`src/rtl/mem_wb_pkg.sv`:
```
// rtl/mem_wb_pkg.sv - shared types and constants for the MEM->WB pipeline register
package mem_wb_pkg;

  localparam int DEPTH_MAX          = 4;
  localparam int REG_ZERO           = 0;
  localparam int DEF_DATA_WIDTH     = 32;
  localparam int DEF_REG_ADDR_WIDTH = 5;

  // Canonical payload layout at default widths; the top mirrors this field order
  // at its own parameterised widths so both pack identically.
  typedef struct packed {
    logic                          reg_write;
    logic                          memtoreg;
    logic [DEF_DATA_WIDTH-1:0]     alu_result;
    logic [DEF_DATA_WIDTH-1:0]     read_data;
    logic [DEF_REG_ADDR_WIDTH-1:0] write_reg;
  } mem_wb_payload_t;

  // Packed payload width for a given datapath / register-address width.
  function automatic int payload_width(input int dw, input int aw);
    return 2 + 2 * dw + aw;
  endfunction

endpackage

```
`src/rtl/mem_wb_slot.sv`:
```
// rtl/mem_wb_slot.sv - one valid/ready pipeline slot (valid bit plus payload)
module mem_wb_slot #(
  parameter int W = 8
) (
  input  logic         clk,
  input  logic         rst_n,
  input  logic         flush,
  input  logic         valid_i,
  input  logic [W-1:0] data_i,
  output logic         ready_o,
  output logic         valid_o,
  output logic [W-1:0] data_o,
  input  logic         ready_i
);

  logic         valid_q, valid_d;
  logic [W-1:0] data_q, data_d;

  // A slot can take a new beat when empty or when its contents move on this cycle.
  assign ready_o = !valid_q | ready_i;
  assign valid_o = valid_q;
  assign data_o  = data_q;

  // Next state: flush empties the slot; payload only captured from a valid beat.
  always_comb begin
    valid_d = valid_q;
    data_d  = data_q;
    if (flush) begin
      valid_d = 1'b0;
    end else if (ready_o) begin
      valid_d = valid_i;
      if (valid_i) data_d = data_i;
    end
  end

  // Slot state registers.
  always_ff @(posedge clk or negedge rst_n) begin
    if (!rst_n) begin
      valid_q <= 1'b0;
      data_q  <= '0;
    end else begin
      valid_q <= valid_d;
      data_q  <= data_d;
    end
  end

endmodule

```
`src/rtl/mem_wb_pipe.sv`:
```
// rtl/mem_wb_pipe.sv - DEPTH-stage MEM->WB pipeline register; MEM_WB_FWD_EN adds forwarding outputs
module mem_wb_pipe
  import mem_wb_pkg::*;
#(
  parameter int DATA_WIDTH     = 32,
  parameter int REG_ADDR_WIDTH = 5,
  parameter int DEPTH          = 1,
  parameter int CNT_WIDTH      = 32
) (
  input  logic                      clk,
  input  logic                      rst_n,
  input  logic                      flush,
  input  logic                      in_valid,
  output logic                      in_ready,
  input  logic                      in_reg_write,
  input  logic                      in_memtoreg,
  input  logic [DATA_WIDTH-1:0]     in_alu_result,
  input  logic [DATA_WIDTH-1:0]     in_read_data,
  input  logic [REG_ADDR_WIDTH-1:0] in_write_reg,
  output logic                      out_valid,
  input  logic                      out_ready,
  output logic                      rf_we,
  output logic [REG_ADDR_WIDTH-1:0] rf_waddr,
  output logic [DATA_WIDTH-1:0]     rf_wdata,
  output logic                      mux3_sel,
  output logic [CNT_WIDTH-1:0]      retire_count
`ifdef MEM_WB_FWD_EN
  ,
  output logic                      fwd_valid,
  output logic [REG_ADDR_WIDTH-1:0] fwd_addr,
  output logic [DATA_WIDTH-1:0]     fwd_data
`endif
);

  if (DEPTH < 1 || DEPTH > DEPTH_MAX) begin : g_bad_depth
    $error("mem_wb_pipe: DEPTH must be in 1..%0d", DEPTH_MAX);
  end

  typedef struct packed {
    logic                      reg_write;
    logic                      memtoreg;
    logic [DATA_WIDTH-1:0]     alu_result;
    logic [DATA_WIDTH-1:0]     read_data;
    logic [REG_ADDR_WIDTH-1:0] write_reg;
  } payload_t;

  localparam int PW = payload_width(DATA_WIDTH, REG_ADDR_WIDTH);

  // Index 0 is the upstream input; index k+1 is the output of stage k.
  logic [DEPTH:0] valid;
  logic [DEPTH:0] ready;
  payload_t       pl [DEPTH+1];
  payload_t       last_pl;
  logic           fire;
  logic [CNT_WIDTH-1:0] retire_q, retire_d;

  assign valid[0]     = in_valid;
  assign pl[0]        = '{reg_write:  in_reg_write,
                          memtoreg:   in_memtoreg,
                          alu_result: in_alu_result,
                          read_data:  in_read_data,
                          write_reg:  in_write_reg};
  assign ready[DEPTH] = out_ready;

  for (genvar k = 0; k < DEPTH; k++) begin : g_stage
    mem_wb_slot #(.W(PW)) u_slot (
      .clk     (clk),
      .rst_n   (rst_n),
      .flush   (flush),
      .valid_i (valid[k]),
      .data_i  (pl[k]),
      .ready_o (ready[k]),
      .valid_o (valid[k+1]),
      .data_o  (pl[k+1]),
      .ready_i (ready[k+1])
    );
  end

  assign last_pl   = pl[DEPTH];
  assign out_valid = valid[DEPTH];
  // During flush the incoming beat is discarded anyway, so upstream never stalls.
  assign in_ready  = ready[0] | flush;
  assign fire      = out_valid & out_ready;
  assign rf_we     = fire & last_pl.reg_write
                   & (last_pl.write_reg != REG_ADDR_WIDTH'(REG_ZERO));
  assign rf_waddr  = last_pl.write_reg;
  assign rf_wdata  = last_pl.memtoreg ? last_pl.read_data : last_pl.alu_result;
  assign mux3_sel  = last_pl.memtoreg;
  assign retire_count = retire_q;

  // Every consumed entry retires, including $0 and non-writing ones.
  always_comb begin
    retire_d = retire_q;
    if (fire) retire_d = retire_q + CNT_WIDTH'(1);
  end

  // Retire counter register.
  always_ff @(posedge clk or negedge rst_n) begin
    if (!rst_n) retire_q <= '0;
    else        retire_q <= retire_d;
  end

`ifdef MEM_WB_FWD_EN
  // Youngest writing stage wins: scan oldest to youngest so stage 0 overrides last.
  always_comb begin
    fwd_valid = 1'b0;
    fwd_addr  = '0;
    fwd_data  = '0;
    for (int k = DEPTH; k >= 1; k--) begin
      if (valid[k] && pl[k].reg_write &&
          (pl[k].write_reg != REG_ADDR_WIDTH'(REG_ZERO))) begin
        fwd_valid = 1'b1;
        fwd_addr  = pl[k].write_reg;
        fwd_data  = pl[k].memtoreg ? pl[k].read_data : pl[k].alu_result;
      end
    end
  end
`endif

endmodule

```
`config.mk`:
```
export PLATFORM = sky130hd
export DESIGN_NAME = mem_wb_pipe
export DESIGN_NICKNAME = d
export VERILOG_FILES = /design/src/rtl/mem_wb_pkg.sv /design/src/rtl/mem_wb_slot.sv /design/src/rtl/mem_wb_pipe.sv
export SDC_FILE = /design/constraint.sdc
export NUM_CORES = 1
export LEC_CHECK = 0
export CAP_MARGIN = 20
export CORE_MARGIN = 3
export CORE_UTILIZATION = 50
export DETAILED_ROUTE_END_ITERATION = 12
export DONT_BUFFER_PORTS = 1
export PLACE_DENSITY = 0.68
export SETUP_SLACK_MARGIN = 0.3
export SYNTH_ARGS = -nofsm -noshare
export SYNTH_HDL_FRONTEND = slang
export SYNTH_HIERARCHICAL = 1
export SYNTH_SLANG_ARGS = --single-unit
```
`constraint.sdc`:
```
create_clock -name clk -period 2 [get_ports clk]
set_clock_uncertainty 0.15 [all_clocks]
set_input_delay 0.5 -clock clk [delete_from_list [all_inputs] [get_ports clk]]
set_output_delay 0.5 -clock clk [all_outputs]
set_load 0.03 [all_outputs]
```
==> run metrics, run 1 <==
outcome complete, but fails checks; failing checks hold timing, setup timing; share of the synthesized area in the top cell type 52.7%; CP cell instances or3_4 > o311a_4; Slowest-stage cell, CP dfrtp_2; hold_ws -0.333 ns; HP Class primary input to async pin; synthesized area 4940 um^2; DIE AREA 11100 um^2; finished layout cell area 6450 um^2; CTS tree built; drt drc 0; Synth Instances 321; power density cells around 920 nW/um^2; count leader, synth dfrtp_1; Num CTS Buffers 9; Mean Syn Cell Area 15.4 um^2; Post-Syn Nets 398; Distinct cells, synth 29; Detailed Route WL ~11000 um; Port Buffers 0; Clk Latency, worst-skew pair 0.36 ns; Max-cap violations 0; Vias/cell 5.38; io pins between 100 and 150; Synth async-reset ratio 100%; Total GRT Usage 20.1%; Arr. time, crit path 1.52 ns; WS Path Type flop to output pin; Yosys warning count 6; htree depth 3; worst path bufs/invs 0; DP Area ~5400 um^2; CP delay by family, top flip-flops; R2R depth 8; initial DRC count a little under 90; Inserted Diodes 0; Clock Tree Root clkbuf_8; core area around 9400 um^2; Post-DRT Antenna Nets 0; Setup violations, final 33; routed vias ~2800; Critical R2R Launch g_stage[0].u_slot/valid_o$_DFFE_PN0P_; Slew @ Worst Pin 0.415 ns; commonest cells in the netlist dfrtp_1 (104), mux2_4 (70), mux2_2 (34), xnor2_1 (24), nand4_1 (17); GP Congestion approximately 0.78; RSZ-0062 raised after global routing true; Final period util 109%; # rows 35; reg2reg setup slack roughly 0.01 ns; slowest stage delay, CP around 0.41 ns; Final WS setup -0.171 ns; Max FO, Critical Path 2; Area contributors post-synth dfrtp_1 (53%), mux2_4 (21%), mux2_2 (7.8%); layout cells sized above 1 57.4%; GRT overflow 0; clk slew on worst S/H paths 0.10 ns; synthesis-to-layout area growth 30.6%; Final Hold Viols ~100; die span in y 105 um; Worst Path Required approximately 1.4 ns; Seq/Total Area, Yosys 52.7%; die width 105 um; Setup WS pre-CTS 0.225 ns; Crit. End Element output pin; #FFs+latches synth 104; fmax 461 MHz; first-pass GRT wire length 17300 um; Leak 3.02 nW; drt pass-1 iters 4; Post-synth EDFFs 0; slew margin rel. between 70% and 80%; Fillers 654; min cycle time layout ~2.2 ns; initial antenna violation count 0; Final HPWL DP 7020 um; nets 471; WL/cell 21.1 um; largest area contributor in the netlist dfrtp_1; vias in the first global route between 3000 and 4000; Primary FF master, synth dfrtp_1; Clock Sinks 104; largest net degree at the start of global routing 105; initial core utilization 52.4%; worst vdd ir 0.599 mV; final slew viol count 0; Clock Path Buffers 2; crit start category flop; r2r endpoint g_stage[0].u_slot/data_o[0]$_DFFE_PN0P_
==> stage by stage <==
step | cells | setup TNS, ns | utilization (%) | total power [mW] | hold slack, ns
3_5_place_dp | 472 | 0 | 57.2 | 4.27 | 0.0574
5_1_grt | 528 | -6.44 | 68.5 | 6.21 | -0.370
3_3_place_gp | 472 | 0 | 57.2 | 4.22 | 0.0568
4_1_cts | 512 | -3.71 | 65.5 | 5.92 | -0.353
6_report | 528 | -4.03 | 68.5 | 5.95 | -0.333
2_1_floorplan | 321 | 0 | - | 4.02 | 0.0544
==> registers in the layout, indices dropped and copies added (netlist names) <==
signal	flops
g_stage.u_slot/data_o	71
retire_count	32
g_stage.u_slot/valid_o	1
==> layout make-up <==
cell class,count,area (um^2),share of cell area (%)
tap,129,161,2.50
timing repair buffer,76,1080,16.8
clock buffer,11,131,2.04
sequential,104,2620,40.7
multi-input combinational,199,2350,36.5
clock inverter,5,81.3,1.26
inverter,4,15.0,0.233
==> cells in the final DEF (no fill, tap or decap), drive strengths merged <==
| master | Yosys | layout |
|---|---|---|
| buf | 13 | 73 |
| bufinv | 0 | 2 |
| nand3 | 10 | 10 |
| xnor2 | 24 | 24 |
| nor2b | 1 | 1 |
| and2 | 4 | 4 |
| clkinv | 0 | 2 |
| o311a | 1 | 1 |
| ha | 1 | 1 |
| dfrtp | 104 | 104 |
| clkbuf | 1 | 14 |
| or3 | 1 | 1 |
| nor2 | 8 | 8 |
| nor4 | 2 | 2 |
| xor2 | 7 | 7 |
| inv | 4 | 4 |
| clkinvlp | 0 | 1 |
| and3 | 5 | 5 |
| or2 | 1 | 1 |
| mux2 | 104 | 104 |
| nor3b | 1 | 1 |
| nor3 | 3 | 3 |
| and4 | 2 | 2 |
| nand4 | 19 | 19 |
| nand2 | 5 | 5 |
==> worst reg2reg max path, stage by stage (launching register included) <==
cell and delay [ns]:
dfrtp_2 0.42, nor2b_4 0.14, buf_12 0.12, nor3b_4 0.23
buf_12 0.18, buf_6 0.11, buf_12 0.11, buf_16 0.13
mux2_4 0.30
==> power by group <==
group          internal (mW)  total (mW)  switching (mW)
logic                   1.01        1.89           0.887
registers               2.41        2.65           0.248
clock network          0.707        1.41           0.699
==> worst max path at each step <==
stage | start | end | slack [ns] | depth (start not counted)
6_report | g_stage[0].u_slot/data_o[1]$_DFFE_PN0P_ | rf_we | -0.17 | 2
5_1_grt | g_stage[0].u_slot/data_o[69]$_DFFE_PN0P_ | rf_wdata[15] | -0.21 | 3
4_1_cts | g_stage[0].u_slot/data_o[1]$_DFFE_PN0P_ | rf_we | -0.19 | 2
3_5_place_dp | g_stage[0].u_slot/data_o[1]$_DFFE_PN0P_ | rf_we | 0.22 | 2
3_3_place_gp | g_stage[0].u_slot/data_o[1]$_DFFE_PN0P_ | rf_we | 0.24 | 2
2_1_floorplan | g_stage[0].u_slot/data_o[1]$_DFFE_PN0P_ | rf_we | 0.14 | 2
==> logic make-up (layout without fill, tap and decap cells) <==
family,count (synthesis),in the layout,synth area share [%]
mux,104,104,29.0
buf+inv,18,96,4.08
xor+xnor,31,31,5.50
simple gates,62,62,8.19
flops,104,104,52.7
compound gates,1,1,0.203
fa+ha+maj,1,1,0.253
==> routing by layer <==
metal	vias up	wire length (um)	part of all wire, %	global-route usage (%)
li1	1292	-	-	-
met1	1443	4360	39	24.5
met2	92	5730	51	33.4
met3	14	898	8.0	7.47
met4	0	174	1.6	5.72
met5	-	0	0	0
==> what timing repair did <==
item | in CTS | in global routing
hold endpoints to repair | 104 | 104
gates resized for setup | 36 | 25
setup endpoints to repair | 110 | 129
pin swaps | 4 | 12
buffers inserted | 13 | 11
cloned | 11 | 5
No activity file was read; power rests on OpenSTA's default activity.
==> run 2: changes to the inputs <==
SETUP_SLACK_MARGIN = 0.1   (was 0.3)
SLEW_MARGIN = 15   (was unset)
==> run 2 against run 1 <==
Effect of this change: non-clock buffer count decreased by 26; worst setup slack improved by 0.049 ns; final area decreased by 9.9%; routed wire length decreased by 11%; sequential power decreased by 2%; combinational power decreased by 8%; critical path depth unchanged; the run still ends with hold timing, setup timing left; maximum frequency increased by 2.3%; highest routed layer unchanged; register-to-register slack improved by 0.09 ns; die area unchanged; clock-buffer cell count decreased by 2; sequential share of layout area increased by 4.2 points.
==> run metrics, run 2 (same netlist as run 1, synthesis figures left out) <==
met3 Use GR 7.53%; Clock Tree Root clkbuf_8; Final period util 106%; max reg flops slightly above 70; Final HPWL DP 6770 um; finished layout cell area 5810 um^2; Fillers 726; Clk Latency, worst-skew pair 0.35 ns; die span in y between 100 and 150 um; largest net degree at the start of global routing 105; WS Path Type flop to output pin; slew margin rel. 72.9%; Inserted Diodes 0; first-pass GRT wire length 16200 um; DIE AREA 11100 um^2; CTS tree built; layout cells sized above 1 48.8%; footprint of the multi-input gates 2270 um^2; drt pass-1 iters 4; Slew @ Worst Pin 0.406 ns; synthesis-to-layout area growth 17.6%; final slew viol count 0; Setup violations, final 33; Leak around 2.8 nW; min cycle time layout about 2.1 ns; power density cells 976 nW/um^2; Clock Path Buffers 2; initial DRC count roughly 100; Register Area ~2600 um^2; met2 Resource Use GR 29.9%; Port Buffers 0; GP Congestion 0.797; RSZ-0062 raised after global routing true; # rows 35; WL/cell 19.8 um; htree depth 3; Final Hold Viols 104; worst vdd ir ~0.6 mV; Total GRT Usage 18.4%; Crit. End Element output pin; drt drc 0; fmax 471 MHz; Setup WS pre-CTS 0.224 ns; slowest stage delay, CP 0.40 ns; Power Total 5.67 mW; failing checks hold timing, setup timing; layer with the highest usage met2; DP Area 5300 um^2; Post-DRT Antenna Nets 0; CP cell instances or3_1 > o311a_4; Detailed Route WL 9940 um; vias in the first global route between 2000 and 3000; commonest non-fill, non-tap cell in the layout dfrtp_1; Worst Path Required roughly 1.4 ns; Num CTS Buffers 9; commonest cells after routing, fill and taps aside dfrtp_1 (103), mux2_4 (102), buf_4 (36), xnor2_1 (24), nand4_1 (17); clk slew on worst S/H paths 0.10 ns; CP delay by family, top flip-flops; Clock Sinks 104; GRT overflow 0; Max-cap violations 0; crit start category flop; initial antenna violation count 0; Final WS setup -0.122 ns; hold_ws -0.317 ns; nets approximately 450; io pins 149; die width 105 um; worst path bufs/invs 0; GR Util met1 approximately 23%; routed vias 2691; Slowest-stage cell, CP dfrtp_1; Max FO, Critical Path 2; HP Class primary input to async pin; Vias/cell about 5.4; Arr. time, crit path 1.47 ns; initial core utilization 52.4%; outcome complete, but fails checks; core area 9420 um^2
==> run 2: routing by layer <==
| layer | routed length, um | share of wire [%] | vias up |
|---|---|---|---|
| met5 | 0 | 0 | - |
| met4 | 63 | 0.63 | 0 |
| met3 | 829 | 8.3 | 4 |
| met2 | 5000 | 50 | 93 |
| met1 | 4050 | 41 | 1366 |
| li1 | - | - | 1228 |
==> run 2: layout make-up <==
cell class	count	share of cell area [%]
well taps	129	2.78
clock inverters	7	1.34
multi-input cells	199	39.2
inverters	4	0.259
flip-flops and latches	104	44.8
clock buffers	9	2.13
repair buffers	50	9.50
==> run 2: metrics by stage <==
step	TNS [ns]	cells	utilization (%)
3_3_place_gp	0	477	56.3
3_5_place_dp	0	477	56.3
5_1_grt	-4.89	502	61.7
4_1_cts	-2.59	494	60.2
6_report	-3.00	502	61.7
2_1_floorplan	0	321	-
==> run 2: repair_timing <==
item / in CTS / in global routing
pin swaps: 0 / 2
cloned: 1 / 2
hold endpoints to repair: 104 / 104
buffers inserted: 0 / 6
setup endpoints to repair: 34 / 40
gates resized for setup: 36 / 10
==> run 2: report_power, final <==
group / leakage (nW) / total [mW] / internal (mW) / switching (mW)
registers: 1.29 / 2.61 / 2.40 / 0.211
logic: 1.39 / 1.73 / 0.868 / 0.860
clock network: 0.101 / 1.33 / 0.593 / 0.737
total: 2.78 / 5.67 / 3.86 / 1.81
==> run 2: worst reg2reg max path, cell delays in order, from the launching register on <==
cell	delay, ns
dfrtp_1	0.41
nor2b_4	0.15
buf_6	0.11
nor3b_4	0.22
buf_12	0.23
buf_16	0.20
mux2_4	0.33
==> run 2: final timing paths <==
kind,from,to,slack (ns),depth (start not counted)
worst min register to register,g_stage[0].u_slot/data_o[63]$_DFFE_PN0P_,g_stage[0].u_slot/data_o[63]$_DFFE_PN0P_,0.37,1
worst min-delay path,rst_n,g_stage[0].u_slot/data_o[22]$_DFFE_PN0P_,-0.32,0
max in group asynchronous,rst_n,retire_count[3]$_DFFE_PN0N_,1.83,0
min in group clk,flush,g_stage[0].u_slot/valid_o$_DFFE_PN0P_,0.05,1
worst max register to register,g_stage[0].u_slot/valid_o$_DFFE_PN0P_,g_stage[0].u_slot/data_o[27]$_DFFE_PN0P_,0.10,6
worst max-delay path,g_stage[0].u_slot/data_o[0]$_DFFE_PN0P_,rf_we,-0.12,2
==> run 3: changes to the inputs <==
CAP_MARGIN = 10   (was 20)
CTS_CLUSTER_DIAMETER = 40   (was unset)
CTS_CLUSTER_SIZE = 40   (was unset)
==> results of run 3 <==
No change in the layout: final DEF, timing and power equal those of run 2.
